==> src/rtl/vga_pkg.sv <==
// vga_pkg: shared VGA timing constants -- named mode sets, derived blank/sync
// windows of the reference 1024x768 mode, and a geometry helper.
package vga_pkg;

    function automatic int unsigned axis_total(input int unsigned active,
                                               input int unsigned fp,
                                               input int unsigned sync_w,
                                               input int unsigned bp);
        return active + fp + sync_w + bp;
    endfunction

    localparam int unsigned MODE_1024x768_H_ACTIVE  = 1024;
    localparam int unsigned MODE_1024x768_H_FP      = 24;
    localparam int unsigned MODE_1024x768_H_SYNC    = 136;
    localparam int unsigned MODE_1024x768_H_BP      = 160;
    localparam int unsigned MODE_1024x768_V_ACTIVE  = 768;
    localparam int unsigned MODE_1024x768_V_FP      = 3;
    localparam int unsigned MODE_1024x768_V_SYNC    = 6;
    localparam int unsigned MODE_1024x768_V_BP      = 29;
    localparam bit          MODE_1024x768_HSYNC_POL = 1'b0;
    localparam bit          MODE_1024x768_VSYNC_POL = 1'b0;

    localparam int unsigned MODE_800x600_H_ACTIVE   = 800;
    localparam int unsigned MODE_800x600_H_FP       = 40;
    localparam int unsigned MODE_800x600_H_SYNC     = 128;
    localparam int unsigned MODE_800x600_H_BP       = 88;
    localparam int unsigned MODE_800x600_V_ACTIVE   = 600;
    localparam int unsigned MODE_800x600_V_FP       = 1;
    localparam int unsigned MODE_800x600_V_SYNC     = 4;
    localparam int unsigned MODE_800x600_V_BP       = 23;
    localparam bit          MODE_800x600_HSYNC_POL  = 1'b1;
    localparam bit          MODE_800x600_VSYNC_POL  = 1'b1;

    localparam int unsigned H_TOTAL = axis_total(MODE_1024x768_H_ACTIVE, MODE_1024x768_H_FP,
                                                 MODE_1024x768_H_SYNC, MODE_1024x768_H_BP);
    localparam int unsigned V_TOTAL = axis_total(MODE_1024x768_V_ACTIVE, MODE_1024x768_V_FP,
                                                 MODE_1024x768_V_SYNC, MODE_1024x768_V_BP);

    // Inclusive windows, kept for the downstream draw stages.
    localparam int unsigned HBLANK_START = MODE_1024x768_H_ACTIVE;
    localparam int unsigned HBLANK_STOP  = H_TOTAL - 1;
    localparam int unsigned HSYNC_START  = MODE_1024x768_H_ACTIVE + MODE_1024x768_H_FP;
    localparam int unsigned HSYNC_STOP   = HSYNC_START + MODE_1024x768_H_SYNC - 1;
    localparam int unsigned VBLANK_START = MODE_1024x768_V_ACTIVE;
    localparam int unsigned VBLANK_STOP  = V_TOTAL - 1;
    localparam int unsigned VSYNC_START  = MODE_1024x768_V_ACTIVE + MODE_1024x768_V_FP;
    localparam int unsigned VSYNC_STOP   = VSYNC_START + MODE_1024x768_V_SYNC - 1;

endpackage

==> src/rtl/vga_axis_counter.sv <==
// vga_axis_counter: one timing axis. Flags are registered from the next-state
// count so they line up with count; wrap is a combinational carry for the next axis.
module vga_axis_counter
    import vga_pkg::*;
#(
    parameter int unsigned ACTIVE = MODE_1024x768_H_ACTIVE,
    parameter int unsigned FP     = MODE_1024x768_H_FP,
    parameter int unsigned SYNC   = MODE_1024x768_H_SYNC,
    parameter int unsigned BP     = MODE_1024x768_H_BP,
    parameter bit          POL    = MODE_1024x768_HSYNC_POL,
    parameter int unsigned CNT_W  = 11
) (
    input  logic             clk,
    input  logic             rst_n,
    input  logic             inc,
    output logic [CNT_W-1:0] count,
    output logic             blank,
    output logic             sync,
    output logic             wrap
);

    localparam int unsigned      TOTAL     = axis_total(ACTIVE, FP, SYNC, BP);
    localparam logic [CNT_W-1:0] LAST      = CNT_W'(TOTAL - 1);
    localparam logic [CNT_W-1:0] BLANK_BEG = CNT_W'(ACTIVE);
    localparam logic [CNT_W-1:0] SYNC_BEG  = CNT_W'(ACTIVE + FP);
    localparam logic [CNT_W-1:0] SYNC_END  = CNT_W'(ACTIVE + FP + SYNC);

    if (FP == 0 || SYNC == 0 || BP == 0) begin : g_err_zero
        $error("vga_axis_counter: porch and sync widths must be non-zero");
    end
    if (longint'(TOTAL) > (longint'(1) << CNT_W)) begin : g_err_width
        $error("vga_axis_counter: total %0d does not fit in CNT_W=%0d", TOTAL, CNT_W);
    end

    logic [CNT_W-1:0] r_count;
    logic [CNT_W-1:0] w_next;
    logic             r_blank;
    logic             r_sync;
    logic             w_wrap;

    always_comb begin
        w_wrap = inc && (r_count == LAST);
        w_next = r_count;
        if (w_wrap) begin
            w_next = '0;
        end else if (inc) begin
            w_next = r_count + CNT_W'(1);
        end
    end

    always_ff @(posedge clk or negedge rst_n) begin
        if (!rst_n) begin
            r_count <= '0;
            r_blank <= 1'b0;
            r_sync  <= ~POL;
        end else begin
            r_count <= w_next;
            r_blank <= (w_next >= BLANK_BEG);
            r_sync  <= ((w_next >= SYNC_BEG) && (w_next < SYNC_END)) ? POL : ~POL;
        end
    end

    assign count = r_count;
    assign blank = r_blank;
    assign sync  = r_sync;
    assign wrap  = w_wrap;

endmodule

==> src/rtl/vga_timing_param.sv <==
// vga_timing_param: parametrised VGA timing generator with pixel enable and
// line/frame strobes. Define VGA_TIMING_FRAME_CNT_EN to add the 16-bit frame_cnt output.
module vga_timing_param
    import vga_pkg::*;
#(
    parameter int unsigned H_ACTIVE  = MODE_1024x768_H_ACTIVE,
    parameter int unsigned H_FP      = MODE_1024x768_H_FP,
    parameter int unsigned H_SYNC    = MODE_1024x768_H_SYNC,
    parameter int unsigned H_BP      = MODE_1024x768_H_BP,
    parameter int unsigned V_ACTIVE  = MODE_1024x768_V_ACTIVE,
    parameter int unsigned V_FP      = MODE_1024x768_V_FP,
    parameter int unsigned V_SYNC    = MODE_1024x768_V_SYNC,
    parameter int unsigned V_BP      = MODE_1024x768_V_BP,
    parameter bit          HSYNC_POL = MODE_1024x768_HSYNC_POL,
    parameter bit          VSYNC_POL = MODE_1024x768_VSYNC_POL,
    parameter int unsigned CNT_W     = 11
) (
    input  logic             clk,
    input  logic             rst_n,
    input  logic             pix_en,
    output logic [CNT_W-1:0] hcount,
    output logic [CNT_W-1:0] vcount,
    output logic             hblank,
    output logic             vblank,
    output logic             hsync,
    output logic             vsync,
    output logic             line_start,
`ifdef VGA_TIMING_FRAME_CNT_EN
    output logic             frame_start,
    output logic [15:0]      frame_cnt
`else
    output logic             frame_start
`endif
);

    logic w_h_wrap;
    logic w_v_wrap;
    logic r_line_start;
    logic r_frame_start;

    vga_axis_counter #(
        .ACTIVE(H_ACTIVE), .FP(H_FP), .SYNC(H_SYNC), .BP(H_BP),
        .POL(HSYNC_POL), .CNT_W(CNT_W)
    ) u_h (
        .clk(clk), .rst_n(rst_n), .inc(pix_en),
        .count(hcount), .blank(hblank), .sync(hsync), .wrap(w_h_wrap)
    );

    // Vertical axis advances only on the horizontal carry.
    vga_axis_counter #(
        .ACTIVE(V_ACTIVE), .FP(V_FP), .SYNC(V_SYNC), .BP(V_BP),
        .POL(VSYNC_POL), .CNT_W(CNT_W)
    ) u_v (
        .clk(clk), .rst_n(rst_n), .inc(w_h_wrap),
        .count(vcount), .blank(vblank), .sync(vsync), .wrap(w_v_wrap)
    );

    always_ff @(posedge clk or negedge rst_n) begin
        if (!rst_n) begin
            r_line_start  <= 1'b0;
            r_frame_start <= 1'b0;
        end else begin
            r_line_start  <= w_h_wrap;
            r_frame_start <= w_v_wrap;
        end
    end

    assign line_start  = r_line_start;
    assign frame_start = r_frame_start;

`ifdef VGA_TIMING_FRAME_CNT_EN
    logic [15:0] r_frame_cnt;

    always_ff @(posedge clk or negedge rst_n) begin
        if (!rst_n) begin
            r_frame_cnt <= '0;
        end else if (w_v_wrap) begin
            r_frame_cnt <= r_frame_cnt + 16'd1;
        end
    end

    assign frame_cnt = r_frame_cnt;
`endif

endmodule

==> config.mk <==
export PLATFORM = sky130hd
export DESIGN_NAME = vga_timing_param
export DESIGN_NICKNAME = d
export VERILOG_FILES = /design/src/rtl/vga_pkg.sv /design/src/rtl/vga_axis_counter.sv /design/src/rtl/vga_timing_param.sv
export SDC_FILE = /design/constraint.sdc
export NUM_CORES = 1
export LEC_CHECK = 0
export CORE_UTILIZATION = 54
export CTS_CLUSTER_DIAMETER = 200
export DETAILED_ROUTE_END_ITERATION = 8
export PLACE_DENSITY = 0.84
export SKIP_CTS_REPAIR_TIMING = 1
export SYNTH_ARGS = -nofsm -noshare
export SYNTH_HDL_FRONTEND = slang
export SYNTH_SLANG_ARGS = --single-unit
==> constraint.sdc <==
create_clock -name clk -period 6.7 [get_ports clk]
set_input_delay 1.34 -clock clk [delete_from_list [all_inputs] [get_ports clk]]
set_output_delay 1.34 -clock clk [all_outputs]
set_load 0.05 [all_outputs]
==> flow_summary_export.csv <==
group,metric,value,unit
sta,rsz0062_at_grt,"no",
layout,fin_area,1790,um^2
drt,drc,0,
floorplanning,num_io_pins,31,
place,placed_area,1760,um^2
logic_synthesis,ys_seq_area_share,48.3,%
floorplanning,num_rows,18,
floorplanning,start_util,57.7,%
worst_setup_path,endpoint_kind,"flip-flop",
logic_synthesis,yosysTopAreaCell,"dfrtp_1",
clock_tree,path_clk_slew,0.15,ns
floorplanning,dieArea,2910,um^2
clock_tree,htree_levels,1,
worst_setup_path,rr_endpoint,"u_v.sync",
sta,worst_pin_slew,0.505,ns
power_and_ir_drop,intPower,0.287,mW
worst_setup_path,cp_max_fo,10,
sta,setup_violations,0,
power_and_ir_drop,ir_drop,0.325,mV
layout,drive_above_1_share,6.90,%
floorplanning,core_area,2520,um^2
worst_setup_path,r2r_cells,6,
power_and_ir_drop,finalPower,0.493,mW
drt,vias,1208,
hold_path,hold_path_class,"flip-flop to flip-flop",
floorplanning,die_width,53.9,um
clock_tree,cts_root_buf,"clkbuf_4",
drt,wl,3.13,mm
global_routing,grt_max_degree,29,
drt,antenna_left,0,
logic_synthesis,synthDistinctLibCells,41,
global_routing,antenna_found_initial,0,
clock_tree,clockBufferDepth,2,
power_and_ir_drop,power.switching,0.206,mW
power_and_ir_drop,p_leak,0.793,nW
layout,area_growth,23.1,%
drt,firstDrtPassIters,4,
worst_setup_path,r2r_start,"u_h.count[7]",
logic_synthesis,synth_edf_count,0,
sta,drv_slew,0,
logic_synthesis,synthesis.area,1460,um^2
status,status,"finished clean",
clock_tree,clk_latency,0.33,ns
sta,hold_viol,0,
logic_synthesis,synthCells,149,
worst_setup_path,worstSetupEndpoint,"u_v.sync",
layout,nNetsFinal,181,
power_and_ir_drop,switching_share,41.7,%
place,io_buffers,30,
logic_synthesis,synthFlopType,"dfrtp_1",
global_routing,grt_pass1_wl,5.10,mm
drt,drt-vias-per-instance,5.92,
worst_setup_path,worst-setup-path-type,"primary input to flip-flop",
worst_setup_path,required,6.98,ns
global_routing,grt_usage,24.9,%
power_and_ir_drop,p_per_area,275,nW/um^2
clock_tree,cts.sinks,28,
worst_setup_path,cp-start-kind,"primary input",
logic_synthesis,yosys_warnings,0,
power_and_ir_drop,p_seq_share,46.0,%
global_routing,grt_pass1_vias,1115,
power_and_ir_drop,comb_power_share,36.9,%
worst_setup_path,startpoint,"pix_en",
sta,max_clock_freq,0.263,GHz
floorplanning,die_h,53.9,um
layout,nFillCells,216,
power_and_ir_drop,clockPowerShare,17.1,%
place,post-dp-hpwl,2.25,mm
drt,wire_per_inst,15.4,um
layout,final_cell_mix,"30 x clkdlybuf4s50_1, 26 x dfrtp_1, 20 x nor2_1",
sta,tns,0,ns
logic_synthesis,synth_top_area_share,44.7,%
logic_synthesis,netlist_top_cells_area,"dfrtp_1 45%, xor2_1 6.0%, nor2_1 5.2%, xnor2_1 4.2%, dfstp_2 3.6%",
drt,drt-initial-drc-count,26,
logic_synthesis,syn_avg_cell_area,9.77,um^2
sta,slew_headroom,66.2,%
sta,skew,0.00425,ns
job,cap_violations,0,
worst_setup_path,critical_path_arrival,4.08,ns
clock_tree,cts_inserted_buffers,3,
sta,period_needed,3.80,ns
logic_synthesis,ys_ff_latch,28,
sta,fin_crit_sh,56.6,%
worst_setup_path,r2r_slack,3.64,ns
global_routing,gr-total-overflow,0,
layout,num_antenna_cells,0,
layout,final_common_cell,"clkdlybuf4s50_1",
place,gp_congestion,0.862,
clock_tree,cts_tree,"built",
logic_synthesis,ys_async_sr_fraction,100,%
logic_synthesis,syn_nets,155,
[synth_stat cells, types with 2 or more instances]
master	number
xor2_1	10
and2_1	2
ha_1	3
nand2_1	9
nor2_1	20
and3_1	4
dfrtp_1	26
nor3_1	5
dfstp_2	2
o211ai_1	2
a21oi_1	4
inv_1	4
or3_1	3
o21ai_0	2
nand4_1	6
nand3_1	8
xnor2_1	7
clkbuf_1	9
[registers in the layout, indices dropped and copies added, names as in the netlist]
| signal | cells |
|---|---|
| frame_start | 1 |
| line_start | 1 |
| u_h.blank | 1 |
| u_h.count | 11 |
| u_h.sync | 1 |
| u_v.blank | 1 |
| u_v.count | 11 |
| u_v.sync | 1 |
[power groups by stage]
stage | combinational (mW) | sequential, mW | clock (mW)
6_report | 0.182 | 0.227 | 0.0843
5_1_grt | 0.196 | 0.232 | 0.0900
4_1_cts | 0.184 | 0.227 | 0.0856
3_5_place_dp | 0.183 | 0.230 | 0
3_3_place_gp | 0.181 | 0.227 | 0
2_1_floorplan | 0.0535 | 0.295 | 0
[per-stage QoR]
stage | hold slack [ns] | util [%] | setup slack [ns] | cells
finish | 0.560 | 71.0 | 2.90 | 204
global route | 0.578 | 71.0 | 2.79 | 204
CTS | 0.555 | 71.0 | 2.92 | 204
detailed placement | 0.535 | 69.6 | 2.54 | 200
global placement | 0.523 | 69.6 | 2.64 | 200
floorplan | 0.833 | - | 3.06 | 149
[worst max-delay path: stages]
cell and delay (ns):
clkdlybuf4s50_1 0.63, nand3_1 0.12, or4_4 0.61, nor4_1 0.38, xor2_1 0.18, or4_1 0.46
a2111o_1 0.35
[worst min-delay path by stage]
stage                   endpoint  cells past startpoint  slack, ns         start
finish              u_v.count[7]                      1       0.56  u_v.count[7]
global route        u_v.count[7]                      1       0.58  u_v.count[7]
CTS                 u_v.count[7]                      1       0.56  u_v.count[7]
detailed placement  u_v.count[7]                      1       0.54  u_v.count[7]
global placement    u_v.count[7]                      1       0.52  u_v.count[7]
floorplan           u_v.count[7]                      1       0.83  u_v.count[7]
[metal layers]
| layer | wire length, um | GRT usage, % | vias up |
|---|---|---|---|
| met5 | 0 | 0 | - |
| met4 | 58 | 13.6 | 0 |
| met3 | 156 | 3.67 | 8 |
| met2 | 1550 | 38.3 | 46 |
| met1 | 1370 | 33.4 | 582 |
| li1 | - | - | 572 |
[logic make-up after synthesis]
group | count (synthesis) | share of synthesized area [%]
flops | 28 | 48.3
compound gates | 19 | 9.37
xor+xnor | 17 | 10.2
buf+inv | 15 | 4.47
simple gates | 66 | 24.3
fa+ha+maj | 3 | 2.58
mux | 1 | 0.688
[area by class of cell]
cell class	instances	area [um^2]	area share (%)
clock buffers	4	36.3	2.03
inverters	5	20.0	1.12
multi-input cells	106	687	38.3
flip-flops and latches	28	703	39.2
well taps	30	37.5	2.09
repair buffers	31	308	17.2
Note: power is estimated with default switching activity, not from simulation.
